--- config.mk ---
export PLATFORM = sky130hd
export DESIGN_NAME = regs_file_flat
export DESIGN_NICKNAME = d
export VERILOG_FILES = /design/src/rtl/regs_file_if.sv /design/src/rtl/regs_file.sv /design/src/flat_wrapper.sv
export SDC_FILE = /design/constraint.sdc
export NUM_CORES = 2
export LEC_CHECK = 0
export BUFFER_PORTS_ARGS = -buffer_cell sky130_fd_sc_hd__buf_2
export CAP_MARGIN = 20
export CORE_MARGIN = 1
export CORE_UTILIZATION = 63
export CTS_CLUSTER_DIAMETER = 120
export DETAILED_ROUTE_END_ITERATION = 7
export PLACE_DENSITY = 0.77
export SLEW_MARGIN = 20
export SYNTH_ARGS = -nofsm -noshare
export SYNTH_HDL_FRONTEND = slang
export SYNTH_SLANG_ARGS = --single-unit
--- constraint.sdc ---
create_clock -name clk -period 4.3 [get_ports clk]
set_input_delay 0 -clock clk [delete_from_list [all_inputs] [get_ports clk]]
set_output_delay 0 -clock clk [all_outputs]
set_load 0.01 [all_outputs]
--- src/rtl/regs_file_if.sv ---
// Bundle of signals between decode/write-back and the register file.
// Request semantics: a read request (rd_req_in) is accepted in the cycle it is
// high while ready_out=1 and hazard_out=0. An accepted request returns data
// with a single-cycle rd_valid_out pulse on the next cycle. A request that
// sees hazard_out=1 is not accepted and must be held or retried by decode.
interface regs_file_if #(parameter int WIDTH = 32);
  logic [WIDTH-1:0] regs_data_in;
  logic [7:0]       regs_wr_id_in;
  logic             regs_write_in;
  logic             rd_req_in;
  logic [7:0]       rs1_id_in;
  logic [7:0]       rs2_id_in;
  logic             issue_in;
  logic [7:0]       issue_rd_in;
  logic [WIDTH-1:0] rs1_data_out;
  logic [WIDTH-1:0] rs2_data_out;
  logic             rd_valid_out;
  logic             hazard_out;
  logic             ready_out;
  logic             fsm_state;

  modport master (
    output regs_data_in, regs_wr_id_in, regs_write_in, rd_req_in,
           rs1_id_in, rs2_id_in, issue_in, issue_rd_in,
    input  rs1_data_out, rs2_data_out, rd_valid_out, hazard_out,
           ready_out, fsm_state
  );

  modport slave (
    input  regs_data_in, regs_wr_id_in, regs_write_in, rd_req_in,
           rs1_id_in, rs2_id_in, issue_in, issue_rd_in,
    output rs1_data_out, rs2_data_out, rd_valid_out, hazard_out,
           ready_out, fsm_state
  );
endinterface

--- src/rtl/regs_file.sv ---
// Architectural register file with zeroing sweep after reset, write-to-read
// bypass and a per-register busy scoreboard that flags read hazards.
module regs_file #(
  parameter int REGS  = 32,
  parameter int WIDTH = 32
) (
  input logic       clk,
  input logic       reset,
  regs_file_if.slave bus
);
  localparam int IW = (REGS > 1) ? $clog2(REGS) : 1;
  localparam int CW = $clog2(REGS + 1);

  typedef enum logic {INIT = 1'b0, RUN = 1'b1} state_t;

  state_t           state;
  logic [CW-1:0]    sweep;
  logic [WIDTH-1:0] regs [REGS];
  logic [REGS-1:0]  busy;
  logic [REGS-1:0]  busy_eff;
  logic [REGS-1:0]  busy_next;
  logic [WIDTH-1:0] rs1_q, rs2_q;
  logic [WIDTH-1:0] rd1, rd2;
  logic             valid_q, ready_q;
  logic             wr_ok, hazard, issue_ok, accept;
  logic [IW-1:0]    wr_idx, issue_idx;

  function automatic logic in_range(input logic [7:0] id);
    return (id != 8'd0) && ({24'd0, id} < REGS);
  endfunction

  function automatic logic pending(input logic [REGS-1:0] vec, input logic [7:0] id);
    return in_range(id) && vec[id[IW-1:0]];
  endfunction

  function automatic logic [WIDTH-1:0] read_val(input logic [7:0] id);
    logic [WIDTH-1:0] v;
    v = '0;
    if (in_range(id)) begin
      if (wr_ok && (id == bus.regs_wr_id_in)) v = bus.regs_data_in;
      else                                    v = regs[id[IW-1:0]];
    end
    return v;
  endfunction

  always_comb begin
    wr_idx    = bus.regs_wr_id_in[IW-1:0];
    issue_idx = bus.issue_rd_in[IW-1:0];
    wr_ok     = (state == RUN) && bus.regs_write_in && in_range(bus.regs_wr_id_in);
    // A register being written this cycle is no longer pending: the bypass covers it.
    busy_eff  = busy;
    if (wr_ok) busy_eff[wr_idx] = 1'b0;
    hazard    = (state == RUN) && bus.rd_req_in &&
                (pending(busy_eff, bus.rs1_id_in) || pending(busy_eff, bus.rs2_id_in) ||
                 (bus.issue_in && pending(busy_eff, bus.issue_rd_in)));
    issue_ok  = (state == RUN) && bus.issue_in && !hazard && in_range(bus.issue_rd_in);
    busy_next = busy_eff;
    if (issue_ok) busy_next[issue_idx] = 1'b1;
    accept    = (state == RUN) && bus.rd_req_in && !hazard;
    rd1       = read_val(bus.rs1_id_in);
    rd2       = read_val(bus.rs2_id_in);
  end

  always_ff @(posedge clk or negedge reset) begin
    if (!reset) begin
      state   <= INIT;
      sweep   <= '0;
      busy    <= '0;
      rs1_q   <= '0;
      rs2_q   <= '0;
      valid_q <= 1'b0;
      ready_q <= 1'b0;
    end else begin
      case (state)
        INIT: begin
          valid_q <= 1'b0;
          if (sweep == CW'(REGS)) begin
            state   <= RUN;
            ready_q <= 1'b1;
          end else begin
            sweep <= sweep + CW'(1);
          end
        end
        RUN: begin
          busy    <= busy_next;
          valid_q <= accept;
          if (accept) begin
            rs1_q <= rd1;
            rs2_q <= rd2;
          end
        end
        default: state <= INIT;
      endcase
    end
  end

  // Storage carries no reset; the INIT sweep clears it one entry per cycle.
  always_ff @(posedge clk) begin
    if (state == INIT && sweep != CW'(REGS)) regs[sweep[IW-1:0]] <= '0;
    else if (wr_ok)                          regs[wr_idx]        <= bus.regs_data_in;
  end

  assign bus.rs1_data_out = rs1_q;
  assign bus.rs2_data_out = rs2_q;
  assign bus.rd_valid_out = valid_q;
  assign bus.hazard_out   = hazard;
  assign bus.ready_out    = ready_q;
  assign bus.fsm_state    = state;
endmodule

--- src/flat_wrapper.sv ---
// flat-port wrapper written by rule: the top's interface ports become plain ports
module regs_file_flat 
#(
  parameter int REGS  = 32,
  parameter int WIDTH = 32
)
  (clk, reset, bus_regs_data_in, bus_regs_wr_id_in, bus_regs_write_in, bus_rd_req_in, bus_rs1_id_in, bus_rs2_id_in, bus_issue_in, bus_issue_rd_in, bus_rs1_data_out, bus_rs2_data_out, bus_rd_valid_out, bus_hazard_out, bus_ready_out, bus_fsm_state);
  regs_file_if #(.WIDTH(WIDTH)) bus_i ();
  input logic clk;
  input logic reset;
  input wire logic [$bits(bus_i.regs_data_in)-1:0] bus_regs_data_in;
  input wire logic [$bits(bus_i.regs_wr_id_in)-1:0] bus_regs_wr_id_in;
  input wire logic [$bits(bus_i.regs_write_in)-1:0] bus_regs_write_in;
  input wire logic [$bits(bus_i.rd_req_in)-1:0] bus_rd_req_in;
  input wire logic [$bits(bus_i.rs1_id_in)-1:0] bus_rs1_id_in;
  input wire logic [$bits(bus_i.rs2_id_in)-1:0] bus_rs2_id_in;
  input wire logic [$bits(bus_i.issue_in)-1:0] bus_issue_in;
  input wire logic [$bits(bus_i.issue_rd_in)-1:0] bus_issue_rd_in;
  output wire logic [$bits(bus_i.rs1_data_out)-1:0] bus_rs1_data_out;
  output wire logic [$bits(bus_i.rs2_data_out)-1:0] bus_rs2_data_out;
  output wire logic [$bits(bus_i.rd_valid_out)-1:0] bus_rd_valid_out;
  output wire logic [$bits(bus_i.hazard_out)-1:0] bus_hazard_out;
  output wire logic [$bits(bus_i.ready_out)-1:0] bus_ready_out;
  output wire logic [$bits(bus_i.fsm_state)-1:0] bus_fsm_state;
  assign bus_i.regs_data_in = bus_regs_data_in;
  assign bus_i.regs_wr_id_in = bus_regs_wr_id_in;
  assign bus_i.regs_write_in = bus_regs_write_in;
  assign bus_i.rd_req_in = bus_rd_req_in;
  assign bus_i.rs1_id_in = bus_rs1_id_in;
  assign bus_i.rs2_id_in = bus_rs2_id_in;
  assign bus_i.issue_in = bus_issue_in;
  assign bus_i.issue_rd_in = bus_issue_rd_in;
  assign bus_rs1_data_out = bus_i.rs1_data_out;
  assign bus_rs2_data_out = bus_i.rs2_data_out;
  assign bus_rd_valid_out = bus_i.rd_valid_out;
  assign bus_hazard_out = bus_i.hazard_out;
  assign bus_ready_out = bus_i.ready_out;
  assign bus_fsm_state = bus_i.fsm_state;
  regs_file #(.REGS(REGS), .WIDTH(WIDTH)) u_core (.clk(clk), .reset(reset), .bus(bus_i));
endmodule
==> summary.json <==
{
  "run_status": {"value": "finished clean"},
  "synth_top_cell_area_share": {"value": 58.00, "unit": "%"},
  "drt_iter0_drc": {"value": 4892},
  "wl_per_cell": {"value": 37.06, "unit": "µm"},
  "synth.yosys.seq_area_share": {"value": 62.95, "unit": "%"},
  "grt_pass1_wl": {"value": 229800, "unit": "µm"},
  "critPathMaxFanout": {"value": 13},
  "chipWidth": {"value": 292.1, "unit": "µm"},
  "post_synth_main_area_contributors": {"value": "sky130_fd_sc_hd__edfxtp_1 58%, sky130_fd_sc_hd__mux4_2 22%, sky130_fd_sc_hd__dfrtp_1 5.0%, sky130_fd_sc_hd__a22oi_1 2.1%, sky130_fd_sc_hd__a21oi_1 1.3%"},
  "worst_hold_slack": {"value": 0.02469, "unit": "ns"},
  "antenna_left": {"value": 0},
  "worstSkewPairLatency": {"value": 0.70, "unit": "ns"},
  "ios": {"value": 137},
  "worstHoldPathType": {"value": "in2async"},
  "cts_root_buffer": {"value": "sky130_fd_sc_hd__clkbuf_16"},
  "crit_buf_inv": {"value": 3},
  "synth-adder-area-share": {"value": 0.04720, "unit": "%"},
  "drv.max_cap_violation_count": {"value": 0},
  "worst_path_dominant_cell_family": {"value": "simple AND/OR/NAND/NOR gates"},
  "mean_cell_area_of_the_mapped_netlist": {"value": 18.21, "unit": "µm²"},
  "synth.ff_latch_count": {"value": 1129},
  "ir_drop": {"value": 0.4885, "unit": "mV"},
  "ctsLongestPathBuffers": {"value": 3},
  "drive_gt1_share": {"value": 32.56, "unit": "%"},
  "commonest_non_fill_non_tap_cell_in_the_layout": {"value": "sky130_fd_sc_hd__edfxtp_1"},
  "route.detailed.drc": {"value": 0},
  "critical-path-slowest-cell": {"value": "sky130_fd_sc_hd__nor2_4"},
  "worst-slew-pin-transition": {"value": 1.348, "unit": "ns"},
  "synth_compound_gate_area_share": {"value": 8.186, "unit": "%"},
  "critical_path_depth": {"value": 8},
  "layout_common_cells": {"value": "1024 x sky130_fd_sc_hd__edfxtp_1, 515 x sky130_fd_sc_hd__mux4_2, 145 x sky130_fd_sc_hd__a22oi_1"},
  "cellLeakagePower": {"value": 22.03, "unit": "nW"},
  "maxSlewViolCount": {"value": 0},
  "synth.cell_area": {"value": 53020, "unit": "µm²"},
  "route.detailed.vias_per_inst": {"value": 7.840},
  "synth_xor_area_share": {"value": 0.3799, "unit": "%"},
  "most_used_dff_post_synth": {"value": "sky130_fd_sc_hd__edfxtp_1"},
  "total_of_warnings_raised_by_yosys": {"value": 0},
  "rr_worst_depth": {"value": 8},
  "first_global_vias": {"value": 33888},
  "dr.pass1.iters": {"value": 8},
  "power.density": {"value": 383.6, "unit": "nW/µm²"},
  "synth_top_cell_by_area": {"value": "sky130_fd_sc_hd__edfxtp_1"},
  "setup_violations": {"value": 0},
  "yosys.area_share.simple": {"value": 2.740, "unit": "%"},
  "worst_path_required_time": {"value": 4.68, "unit": "ns"},
  "die-area": {"value": 85330, "unit": "µm²"},
  "worstPathCellList": {"value": "and3b_1 > nand2_1 > nor2_4 > buf_4 > a32oi_1 > buf_4 > nor2_4 > buf_12"},
  "die_height": {"value": 292.1, "unit": "µm"},
  "globalRouteTotalUtil": {"value": 37.62, "unit": "%"},
  "synthesis.instances": {"value": 2912},
  "finalWeightedCongestion": {"value": 0.9079},
  "setup-tns-final": {"value": 0, "unit": "ns"},
  "clock_sinks": {"value": 1129},
  "slew-limit-headroom": {"value": 10.15, "unit": "%"},
  "synthesis.nets": {"value": 2983},
  "timing.setup.critical_path_class": {"value": "reg2reg"},
  "numCtsBuffers": {"value": 114},
  "tritoncts": {"value": "yes"},
  "finalHoldViolCount": {"value": 0},
  "ctsHtreeMaxLevel": {"value": 3},
  "dp_hpwl": {"value": 88870, "unit": "µm"},
  "timing.critical_path.to_type": {"value": "register"},
  "grt_max_degree": {"value": 153},
  "fraction_of_registers_with_async_set_reset": {"value": 9.300, "unit": "%"},
  "finalClockSkew": {"value": 0.02517, "unit": "ns"},
  "syn_to_final_growth": {"value": 13.00, "unit": "%"},
  "period_minus_slack": {"value": 3.786, "unit": "ns"},
  "grt_overflow": {"value": 0},
  "synthDistinctLibCells": {"value": 74},
  "final_worst_path_cycle_share": {"value": 88.04, "unit": "%"},
  "worstSetupStartpointType": {"value": "register"},
  "crit_arrival": {"value": 4.16, "unit": "ns"},
  "buffers_added_on_ports": {"value": 136},
  "nNetsFinal": {"value": 3167},
  "antenna_violations_before_repair": {"value": 2},
  "wl": {"value": 158300, "unit": "µm"},
  "setup_repair_after_global_routing_missed_its_margin": {"value": "no"},
  "max_freq": {"value": 264.2, "unit": "MHz"},
  "cts_repair_resize_count": {"value": 0},
  "cp_slowest_stage_delay": {"value": 0.59, "unit": "ns"},
  "floorplan.initialDensity": {"value": 63.56, "unit": "%"},
  "routed-via-count": {"value": 33494},
  "clk_pin_slew_worst_paths": {"value": 0.07, "unit": "ns"},
  "postCtsSetupBuffers": {"value": 0},
  "synth_enable_flop_cells": {"value": 1024},
  "core": {"value": 83420, "unit": "µm²"},
  "placementRows": {"value": 106},
  "post_synth_mux_area_share": {"value": 23.61, "unit": "%"},
  "synth_top_family_by_area": {"value": "multiplexers"}
}
layer usage:
layer / track usage (%) / wire length [µm] / vias up
met5: 0 / 8 / -
li1: - / - / 12891
met4: 16.87 / 7863 / 2
met3: 9.583 / 20900 / 508
met2: 58.15 / 74990 / 2879
met1: 51.27 / 54560 / 17214
cells in the mapped netlist (all sizes together), types with 5 or more instances:
cell type and count:
mux2i 12, o21bai 5, or3 7, a221o 57, o311ai 5, mux4 515, edfxtp 1024, o31a 10
nor3 19, inv 12, o31ai 21, a22o 57, o21ai 40, mux2 71, and2 35, nor4 6
nand3b 6, a22oi 145, clkbuf 168, o211ai 5, nand4 7, o221ai 5, nor2b 13, dfrtp 105
nand3 10, buf 85, nor2 119, nand2b 5, a211oi 71, nand2 48, xnor2 21, a21oi 139
a2111oi 5
report_power, final:
part           internal [mW]  switching, mW
combinational          0.412          0.803
sequential              11.9         0.0112
clock                   5.61           4.27
total                   17.9           5.09
state kept, by name (all words and copies together), names as in the netlist:
signal                   count
u_core.bus.rd_valid_out      1
u_core.bus.rs2_data_out     32
u_core.bus.ready_out         1
u_core.bus.fsm_state         1
u_core.bus.rs1_data_out     32
u_core.regs               1024
u_core.busy                 32
u_core.sweep                 6
timing repair:
| action | 4_1_cts | 5_1_grt |
|---|---|---|
| setup endpoints to repair | 0 | 0 |
| hold endpoints to repair | 596 | 0 |
| hold buffers | 43 | 0 |
through the flow:
step	util [%]	power (mW)	area (µm²)	cells	worst slack [ns]
final	71.82	22.98	59910	4272	0.5143
after CTS	71.81	23.01	59910	4271	0.6267
after global placement	66.85	13.26	55760	4017	0.5326
after detailed placement	66.86	13.27	55770	4017	0.4911
after floorplan	-	12.85	53020	2912	0.5179
after global routing	71.81	23.48	59910	4271	0.3086
final timing paths:
kind | startpoint | slack, ns | to
max | u_core.bus.fsm_state$_DFF_PN0_ | 0.51 | u_core.regs[8][9]$_DFFE_PP_
max reg2reg | u_core.bus.fsm_state$_DFF_PN0_ | 0.51 | u_core.regs[8][9]$_DFFE_PP_
min in group clk | bus_regs_wr_id_in[3] | 0.03 | u_core.busy[30]$_DFFE_PN0P_
max in group asynchronous | reset | 3.35 | u_core.bus.rs1_data_out[27]$_DFFE_PN0P_
min reg2reg | u_core.busy[0]$_DFFE_PN0P_ | 0.40 | u_core.busy[0]$_DFFE_PN0P_
min | reset | 0.02 | u_core.bus.rs1_data_out[22]$_DFFE_PN0P_
cell families after synthesis:
| logic type | Yosys count |
|---|---|
| flip-flops | 1129 |
| AO/OA/AOI/OAI | 598 |
| multiplexers | 598 |
| AND/OR/NAND/NOR | 297 |
| buffers and inverters | 265 |
| XOR/XNOR | 23 |
| adder cells (fa/ha/maj) | 2 |
final cells by class:
type	count	area, µm²
diodes	1	2.502
clock buffers	135	3027
clock inverters	76	679.4
fillers	4872	23510
inverters	12	45.04
multi-input cells	1518	18870
flip-flops and latches	1129	33380
well taps	1080	1351
repair buffers	321	2560
worst register-to-register path, cell delays in order (launching register included):
cell,delay [ns]
sky130_fd_sc_hd__dfrtp_1,0.51
sky130_fd_sc_hd__and3b_1,0.46
sky130_fd_sc_hd__nand2_1,0.28
sky130_fd_sc_hd__nor2_4,0.53
sky130_fd_sc_hd__buf_4,0.35
sky130_fd_sc_hd__a32oi_1,0.17
sky130_fd_sc_hd__buf_4,0.29
sky130_fd_sc_hd__nor2_4,0.60
sky130_fd_sc_hd__buf_12,0.29
No activity file was read; power rests on OpenSTA's default activity.
